`config.mk`:
```
export PLATFORM = sky130hd
export DESIGN_NAME = valu_seq_flat
export DESIGN_NICKNAME = d
export VERILOG_FILES = /design/src/rtl/valu_seq_pkg.sv /design/src/rtl/valu_seq_if.sv /design/src/rtl/valu_seq.sv /design/src/flat_wrapper.sv
export SDC_FILE = /design/constraint.sdc
export NUM_CORES = 1
export LEC_CHECK = 0
export ABC_AREA = 1
export CORE_AREA = 2 2 359 361
export CTS_CLUSTER_DIAMETER = 60
export CTS_CLUSTER_SIZE = 10
export DETAILED_ROUTE_END_ITERATION = 10
export DIE_AREA = 0 0 361 363
export REMOVE_ABC_BUFFERS = 1
export SETUP_SLACK_MARGIN = 0.02
export SLEW_MARGIN = 25
export SYNTH_ARGS = -nofsm -noshare
export SYNTH_HDL_FRONTEND = slang
export SYNTH_SLANG_ARGS = --single-unit
export TNS_END_PERCENT = 20
```
`constraint.sdc`:
```
create_clock -name clk -period 2.1 [get_ports clk]
set_input_delay 0.525 -clock clk [delete_from_list [all_inputs] [get_ports clk]]
set_output_delay 0.525 -clock clk [all_outputs]
set_load 0.01 [all_outputs]
```
`src/rtl/valu_seq_pkg.sv`:
```
// Shared constants, op codes and FSM state type for the vector ALU sequencer.
// Geometry: N-bit lanes, M lanes per chunk, CHUNKS chunks per register, RW-bit register index.
package valu_seq_pkg;

    localparam int N      = 24;
    localparam int M      = 6;
    localparam int CHUNKS = 4;
    localparam int RW     = 3;
    localparam int CW     = $clog2(CHUNKS);
    localparam int AW     = RW + CW;
    localparam int DW     = M * N;

    localparam logic [3:0] OP_MOV  = 4'd0;
    localparam logic [3:0] OP_CMP  = 4'd1;
    localparam logic [3:0] OP_ADD  = 4'd2;
    localparam logic [3:0] OP_SUB  = 4'd3;
    localparam logic [3:0] OP_MUL  = 4'd4;
    localparam logic [3:0] OP_DIV  = 4'd5;
    localparam logic [3:0] OP_XOR  = 4'd6;
    localparam logic [3:0] OP_AND  = 4'd7;
    localparam logic [3:0] OP_NOT  = 4'd8;
    localparam logic [3:0] OP_MOD  = 4'd9;
    localparam logic [3:0] OP_LAST = OP_MOD;

    typedef enum logic [2:0] {
        ST_IDLE,
        ST_READ,
        ST_EXEC,
        ST_WRITE,
        ST_DONE
    } state_e;

    // cmp only produces flags; every other op writes its result back.
    function automatic logic has_writeback(input logic [3:0] op);
        return op != OP_CMP;
    endfunction

    function automatic logic is_legal(input logic [3:0] op);
        return op <= OP_LAST;
    endfunction

endpackage

```
`src/rtl/valu_seq_if.sv`:
```
// Bundle of decode handshake, register-file port and ALU port seen by valu_seq.
// slave = the sequencer side; master = decode/ALU/register-file environment side.
interface valu_seq_if;
    import valu_seq_pkg::*;

    logic              start_valid;
    logic              start_ready;
    logic [3:0]        op;
    logic [RW-1:0]     vd;
    logic [RW-1:0]     va;
    logic [RW-1:0]     vb;
    logic [CW-1:0]     len_m1;

    logic [AW-1:0]     rf_raddr_a;
    logic [AW-1:0]     rf_raddr_b;
    logic [DW-1:0]     rf_rdata_a;
    logic [DW-1:0]     rf_rdata_b;
    logic              rf_we;
    logic [AW-1:0]     rf_waddr;
    logic [DW-1:0]     rf_wdata;

    logic [DW-1:0]     alu_a;
    logic [DW-1:0]     alu_b;
    logic [3:0]        alu_select;
    logic [DW-1:0]     alu_result;
    logic [1:0]        alu_flags;

    logic              busy;
    logic              done;
    logic              err;
    logic [1:0]        flags_out;

    modport slave (
        input  start_valid, op, vd, va, vb, len_m1,
        input  rf_rdata_a, rf_rdata_b, alu_result, alu_flags,
        output start_ready, rf_raddr_a, rf_raddr_b, rf_we, rf_waddr, rf_wdata,
        output alu_a, alu_b, alu_select, busy, done, err, flags_out
    );

    modport master (
        output start_valid, op, vd, va, vb, len_m1,
        output rf_rdata_a, rf_rdata_b, alu_result, alu_flags,
        input  start_ready, rf_raddr_a, rf_raddr_b, rf_we, rf_waddr, rf_wdata,
        input  alu_a, alu_b, alu_select, busy, done, err, flags_out
    );

endinterface

```
`src/rtl/valu_seq.sv`:
```
// Vector ALU sequencer: READ -> EXEC -> WRITE per chunk, then a one-cycle DONE pulse.
// Optional VALU_SEQ_ABORT_EN adds an abort input that ends the instruction early with err.
module valu_seq
    import valu_seq_pkg::*;
(
    input  logic       clk,
    input  logic       rst_n,
`ifdef VALU_SEQ_ABORT_EN
    input  logic       abort,
`endif
    valu_seq_if.slave  bus
);

    state_e        state_q, state_d;
    logic          alive_q;
    logic [3:0]    op_q;
    logic [RW-1:0] vd_q, va_q, vb_q;
    logic [CW-1:0] len_q, chunk_q;
    logic [DW-1:0] result_q;
    logic [1:0]    flags_q;
    logic          err_q;
    logic [DW-1:0] alu_a_q, alu_b_q;
    logic [3:0]    sel_q;

    logic          accept;
    logic          abort_hit;
    logic          in_exec;
    logic          last_chunk;

`ifdef VALU_SEQ_ABORT_EN
    assign abort_hit = abort && (state_q inside {ST_READ, ST_EXEC, ST_WRITE});
`else
    assign abort_hit = 1'b0;
`endif

    assign in_exec    = (state_q == ST_EXEC);
    assign last_chunk = (chunk_q == len_q);

    // alive_q keeps start_ready low while reset is asserted without a comb path from rst_n.
    assign bus.start_ready = alive_q && (state_q == ST_IDLE);
    assign bus.busy        = (state_q != ST_IDLE);
    assign bus.err         = err_q;
    assign bus.flags_out   = flags_q;

    assign bus.rf_raddr_a  = {va_q, chunk_q};
    assign bus.rf_raddr_b  = {vb_q, chunk_q};
    assign bus.rf_waddr    = {vd_q, chunk_q};
    assign bus.rf_wdata    = result_q;

    assign bus.alu_a       = in_exec ? bus.rf_rdata_a : alu_a_q;
    assign bus.alu_b       = in_exec ? bus.rf_rdata_b : alu_b_q;
    assign bus.alu_select  = in_exec ? op_q : sel_q;

    always_ff @(posedge clk or negedge rst_n) begin
        if (!rst_n) begin
            state_q <= ST_IDLE;
        end else begin
            // NOTE: state and datapath registers use non-blocking assignment so every
            // flop samples pre-edge values regardless of process ordering.
            state_q <= state_d;
        end
    end

    always_comb begin
        // NOTE: every output of this block gets a default first, so no path leaves
        // a signal unassigned and no latch can be inferred.
        state_d    = state_q;
        accept     = 1'b0;
        bus.rf_we  = 1'b0;
        bus.done   = 1'b0;
        unique case (state_q)
            ST_IDLE: begin
                if (bus.start_valid && bus.start_ready) begin
                    accept  = 1'b1;
                    state_d = is_legal(bus.op) ? ST_READ : ST_DONE;
                end
            end
            ST_READ:  state_d = ST_EXEC;
            ST_EXEC:  state_d = ST_WRITE;
            ST_WRITE: begin
                bus.rf_we = has_writeback(op_q);
                state_d   = last_chunk ? ST_DONE : ST_READ;
            end
            ST_DONE: begin
                bus.done = 1'b1;
                state_d  = ST_IDLE;
            end
            default: state_d = ST_IDLE;
        endcase
        if (abort_hit) begin
            bus.rf_we = 1'b0;
            state_d   = ST_DONE;
        end
    end

    always_ff @(posedge clk or negedge rst_n) begin
        if (!rst_n) begin
            alive_q  <= 1'b0;
            op_q     <= '0;
            vd_q     <= '0;
            va_q     <= '0;
            vb_q     <= '0;
            len_q    <= '0;
            chunk_q  <= '0;
            result_q <= '0;
            flags_q  <= '0;
            err_q    <= 1'b0;
        end else begin
            alive_q <= 1'b1;
            if (accept) begin
                op_q    <= bus.op;
                vd_q    <= bus.vd;
                va_q    <= bus.va;
                vb_q    <= bus.vb;
                len_q   <= bus.len_m1;
                chunk_q <= '0;
                flags_q <= '0;
                err_q   <= !is_legal(bus.op);
            end else if (abort_hit) begin
                err_q <= 1'b1;
            end else if (state_q == ST_EXEC) begin
                result_q <= bus.alu_result;
                flags_q  <= flags_q | bus.alu_flags;
            end else if (state_q == ST_WRITE && !last_chunk) begin
                chunk_q <= chunk_q + 1'b1;
            end
        end
    end

    // ALU operand hold registers track whatever was presented during EXEC, aborted or not.
    always_ff @(posedge clk or negedge rst_n) begin
        if (!rst_n) begin
            alu_a_q <= '0;
            alu_b_q <= '0;
            sel_q   <= '0;
        end else if (in_exec) begin
            alu_a_q <= bus.rf_rdata_a;
            alu_b_q <= bus.rf_rdata_b;
            sel_q   <= op_q;
        end
    end

endmodule
```
`src/flat_wrapper.sv`:
```
// flat-port wrapper written by rule: the top's interface ports become plain ports
module valu_seq_flat import valu_seq_pkg::*;
  (clk, rst_n, bus_start_valid, bus_op, bus_vd, bus_va, bus_vb, bus_len_m1, bus_rf_rdata_a, bus_rf_rdata_b, bus_alu_result, bus_alu_flags, bus_start_ready, bus_rf_raddr_a, bus_rf_raddr_b, bus_rf_we, bus_rf_waddr, bus_rf_wdata, bus_alu_a, bus_alu_b, bus_alu_select, bus_busy, bus_done, bus_err, bus_flags_out);
  valu_seq_if bus_i ();
  input  logic clk;
  input  logic rst_n;
  input wire logic [$bits(bus_i.start_valid)-1:0] bus_start_valid;
  input wire logic [$bits(bus_i.op)-1:0] bus_op;
  input wire logic [$bits(bus_i.vd)-1:0] bus_vd;
  input wire logic [$bits(bus_i.va)-1:0] bus_va;
  input wire logic [$bits(bus_i.vb)-1:0] bus_vb;
  input wire logic [$bits(bus_i.len_m1)-1:0] bus_len_m1;
  input wire logic [$bits(bus_i.rf_rdata_a)-1:0] bus_rf_rdata_a;
  input wire logic [$bits(bus_i.rf_rdata_b)-1:0] bus_rf_rdata_b;
  input wire logic [$bits(bus_i.alu_result)-1:0] bus_alu_result;
  input wire logic [$bits(bus_i.alu_flags)-1:0] bus_alu_flags;
  output wire logic [$bits(bus_i.start_ready)-1:0] bus_start_ready;
  output wire logic [$bits(bus_i.rf_raddr_a)-1:0] bus_rf_raddr_a;
  output wire logic [$bits(bus_i.rf_raddr_b)-1:0] bus_rf_raddr_b;
  output wire logic [$bits(bus_i.rf_we)-1:0] bus_rf_we;
  output wire logic [$bits(bus_i.rf_waddr)-1:0] bus_rf_waddr;
  output wire logic [$bits(bus_i.rf_wdata)-1:0] bus_rf_wdata;
  output wire logic [$bits(bus_i.alu_a)-1:0] bus_alu_a;
  output wire logic [$bits(bus_i.alu_b)-1:0] bus_alu_b;
  output wire logic [$bits(bus_i.alu_select)-1:0] bus_alu_select;
  output wire logic [$bits(bus_i.busy)-1:0] bus_busy;
  output wire logic [$bits(bus_i.done)-1:0] bus_done;
  output wire logic [$bits(bus_i.err)-1:0] bus_err;
  output wire logic [$bits(bus_i.flags_out)-1:0] bus_flags_out;
  assign bus_i.start_valid = bus_start_valid;
  assign bus_i.op = bus_op;
  assign bus_i.vd = bus_vd;
  assign bus_i.va = bus_va;
  assign bus_i.vb = bus_vb;
  assign bus_i.len_m1 = bus_len_m1;
  assign bus_i.rf_rdata_a = bus_rf_rdata_a;
  assign bus_i.rf_rdata_b = bus_rf_rdata_b;
  assign bus_i.alu_result = bus_alu_result;
  assign bus_i.alu_flags = bus_alu_flags;
  assign bus_start_ready = bus_i.start_ready;
  assign bus_rf_raddr_a = bus_i.rf_raddr_a;
  assign bus_rf_raddr_b = bus_i.rf_raddr_b;
  assign bus_rf_we = bus_i.rf_we;
  assign bus_rf_waddr = bus_i.rf_waddr;
  assign bus_rf_wdata = bus_i.rf_wdata;
  assign bus_alu_a = bus_i.alu_a;
  assign bus_alu_b = bus_i.alu_b;
  assign bus_alu_select = bus_i.alu_select;
  assign bus_busy = bus_i.busy;
  assign bus_done = bus_i.done;
  assign bus_err = bus_i.err;
  assign bus_flags_out = bus_i.flags_out;
  valu_seq u_core (.clk(clk), .rst_n(rst_n), .bus(bus_i));
endmodule
```
==> impl_metrics.env <==
export IMPL_status="complete, but fails checks"
export IMPL_violations="setup timing"
export IMPL_cts_made_buffers=66
export IMPL_crit_path_cell_trace="inv_2 -> nor3_4 -> buf_12 -> clkbuf_16 -> buf_16 -> nand2_1 -> nand2_1 -> clkdlybuf4s50_1"
export IMPL_flow_area_growth_from_synthesis_pct=88.7
export IMPL_critPathMaxStageDelay_ns=0.54
export IMPL_fin_skew_ns=0.0220
export IMPL_clockBufferDepth=3
export IMPL_detail_route_wl_per_cell_um=19.7
export IMPL_fin_tns_setup_ns=-226.43
export IMPL_insertion_delay_ns=0.64
export IMPL_setup_viol=363
export IMPL_rrSetupSlack_ns=0.20
export IMPL_synth_fa_ha_area_share_pct=0
export IMPL_avgSynthCellArea_sq_um=8.86
export IMPL_synth_compound_area_share_pct=0.424
export IMPL_ant_nets=0
export IMPL_worstReg2RegStart="u_core.state_q[1]"
export IMPL_max_freq_mhz=318
export IMPL_synth_top_family_by_area="simple AND/OR/NAND/NOR gates"
export IMPL_synthArstFlopShare_pct=100
export IMPL_viasPerCell=3.60
export IMPL_syn_area_sq_um=17400
export IMPL_dieArea_sq_um=131000
export IMPL_yosys_area_share_xor_xnor_pct=0.0503
export IMPL_synthFlopType="dfrtp_1"
export IMPL_wl_um=94400
export IMPL_ys_warn_count=0
export IMPL_grt_total_usage_pct=13.5
export IMPL_crit_required_ns=1.57
export IMPL_r2r_cells=10
export IMPL_crit_slowest_cell="clkdlybuf4s50_1"
export IMPL_powerDensity_nw_per_um2=1820
export IMPL_syn_inst=1966
export IMPL_fp_dieW_um=361
export IMPL_clockRootBuffer="clkbuf_16"
export IMPL_multi_input_area_sq_um=5370
export IMPL_die_height_um=363
export IMPL_placed_cells=4633
export IMPL_h_tree_depth=3
export IMPL_arrival_ns=2.62
export IMPL_synth_top_area_share_pct=66.1
export IMPL_antenna_found_initial=40
export IMPL_io_pins=910
export IMPL_cts_tree="yes"
export IMPL_drcViolationCount=0
export IMPL_finalCritPeriodShare_pct=150
export IMPL_endpoint_kind="output pin"
export IMPL_hpwlAfterDp_um=72300
export IMPL_coreArea_sq_um=127000
export IMPL_final_max_slew_violation_count=0
export IMPL_hold_class="input port to async pin"
export IMPL_hold_ws_ns=0.380
export IMPL_synth_edf_count=0
export IMPL_cap_violations=0
export IMPL_firstDrtPassIters=7
export IMPL_place_congestion=0.853
export IMPL_period_minus_slack_ns=3.15
export IMPL_layout_drive_gt1_share_pct=15.8
export IMPL_cts_sinks=460
export IMPL_io_buffers=909
export IMPL_grt_pass1_wl_um=126000
export IMPL_start_util_pct=13.7
export IMPL_drt_iter0_drc=1104
export IMPL_placementRows=131
export IMPL_post_synth_top_area_cell="dfrtp_1"
export IMPL_synth_seq_area_share_pct=66.1
export IMPL_ys_seq_elements=460
export IMPL_rsz0062_at_grt="true"
export IMPL_muxShareOfSynthArea_pct=0
export IMPL_grt_pass1_vias=17300
export IMPL_p_leak_nw=17.1
export IMPL_cp_startpoint="u_core.state_q[1]"
export IMPL_worstSetupStartpointType="flop"
export IMPL_cp_max_fo=6
export IMPL_synthSimpleGateAreaFrac_pct=29.8
export IMPL_critPathKind="flop to output pin"
export IMPL_worst_slack_ns=-1.05
export IMPL_ir_worst_vdd_v=0.000869
export IMPL_r2r_end="u_core.bus.rf_wdata[138]"
export IMPL_grt_max_degree=72
export IMPL_utilization_pct=25.9
export IMPL_nFillCells=13500
export IMPL_power_total_mw=59.9
export IMPL_ys_top_cells_by_area="dfrtp_1, nand2_1, buf_2"
export IMPL_instances_no_fill=4782
export IMPL_hold_viol=0
export IMPL_synth_most_common_cell="nand2_1"
export IMPL_layout_nets=3537
export IMPL_cp_common_cell="nand2_1"
export IMPL_clk_pin_slew_worst_paths_ns=0.05
export IMPL_synth_cell_types=20
export IMPL_seq_area_sq_um=11500
export IMPL_vias=17200
export IMPL_grt_overflow=0
export IMPL_cp_endpoint="bus_alu_a[109]"
export IMPL_ys_top_cells_by_count="nand2_1, dfrtp_1, buf_2"
## worst max-delay path: cells and delay by family (launching register included)
family | cells | cell delay, ns
buffers and inverters | 5 | 1.07
flip-flops | 1 | 0.36
AND/OR/NAND/NOR | 3 | 0.53
## metal layers
layer	GRT usage [%]	vias to the layer above	part of all wire [%]
li1	-	8173	-
met1	16.5	8143	42
met2	21.7	712	46
met3	5.21	151	9.2
met4	4.22	36	2.4
met5	0	-	0.24
## area by class of cell
cell class | instances | share of cell area [%]
well taps | 1662 | 6.33
inverters | 15 | 0.251
clock inverters | 21 | 0.743
repair buffers | 1152 | 35.6
diodes | 5 | 0.0381
clock buffers | 77 | 5.53
repair inverters | 2 | 0.110
flip-flops and latches | 460 | 35.0
multi-input cells | 1388 | 16.3
## worst min path at each step
| stage | startpoint | endpoint | slack (ns) | cells after the start |
|---|---|---|---|---|
| finish | rst_n | u_core.bus.rf_wdata[22] | 0.38 | 2 |
| global route | rst_n | u_core.bus.rf_wdata[22] | 0.35 | 2 |
| CTS | rst_n | u_core.bus.rf_wdata[92] | 0.32 | 2 |
| detailed placement | u_core.alu_b_q[67] | u_core.alu_b_q[67] | 0.45 | 2 |
| global placement | u_core.alu_b_q[1] | u_core.alu_b_q[1] | 0.45 | 2 |
| floorplan | rst_n | u_core.alive_q | 0.23 | 0 |
## report_power, final
| part | switching, mW | internal, mW |
|---|---|---|
| registers | 1.67 | 13.3 |
| logic | 17.6 | 16.4 |
| clock network | 4.39 | 6.42 |
| total | 23.7 | 36.2 |
## through the flow
step	cell area (sq um)	setup WS [ns]
3_3_place_gp	29800	-0.487
5_1_grt	32900	-1.17
3_5_place_dp	29800	-0.507
6_report	32900	-1.05
2_1_floorplan	16800	-16.29
4_1_cts	32100	-1.14
## cells in the final DEF, fill, tap and decap left out, types with 2 or more instances in the layout
cell type and instances:
dfrtp_1 460, clkinvlp_4 4, clkinv_4 6, nor2_1 8, buf_4 194, clkbuf_2 39, inv_1 13, o21ai_1 3
clkbuf_1 2, nand3_1 4, nand2_4 2, buf_8 9, o21ai_0 7, clkbuf_8 6, buf_6 39, clkdlybuf4s50_1 676
dlygate4sd2_1 7, nand2_1 1320, inv_6 5, buf_2 19, dlymetal6s2s_1 110, clkbuf_16 78, buf_16 7, inv_16 2
clkdlybuf4s15_2 8, buf_12 30, nand2_2 33, clkinv_8 2, diode_2 5, bufinv_16 2, nand4_1 2, a21oi_1 3
clkdlybuf4s15_1 3
## sequential cells by signal, summed over array words and instances (netlist names)
signal and count:
u_core.sel_q 4, u_core.vd_q 3, u_core.alive_q 1, u_core.vb_q 3
u_core.bus.err 1, u_core.len_q 2, u_core.state_q 3, u_core.va_q 3
u_core.chunk_q 2, u_core.alu_a_q 144, u_core.bus.flags_out 2, u_core.alu_b_q 144
u_core.op_q 4, u_core.bus.rf_wdata 144
## cells by family after synthesis
kind of cell / Yosys count
and+or+nand+nor: 1372
DFF: 460
buffers and inverters: 118
AOI/OAI and AO/OA: 14
xor gates and xnor gates: 1
other: 1
## repair_timing
| item | 4_1_cts | 5_1_grt |
|---|---|---|
| hold endpoints to repair | 20 | 0 |
| gates cloned | 3 | 12 |
| resized for setup | 172 | 341 |
| pin swaps | 3 | 9 |
| setup buffers | 2 | 30 |
| endpoints found under the setup margin | 456 | 456 |
| hold buffers | 1 | 0 |
No activity file was read; power rests on OpenSTA's default activity.
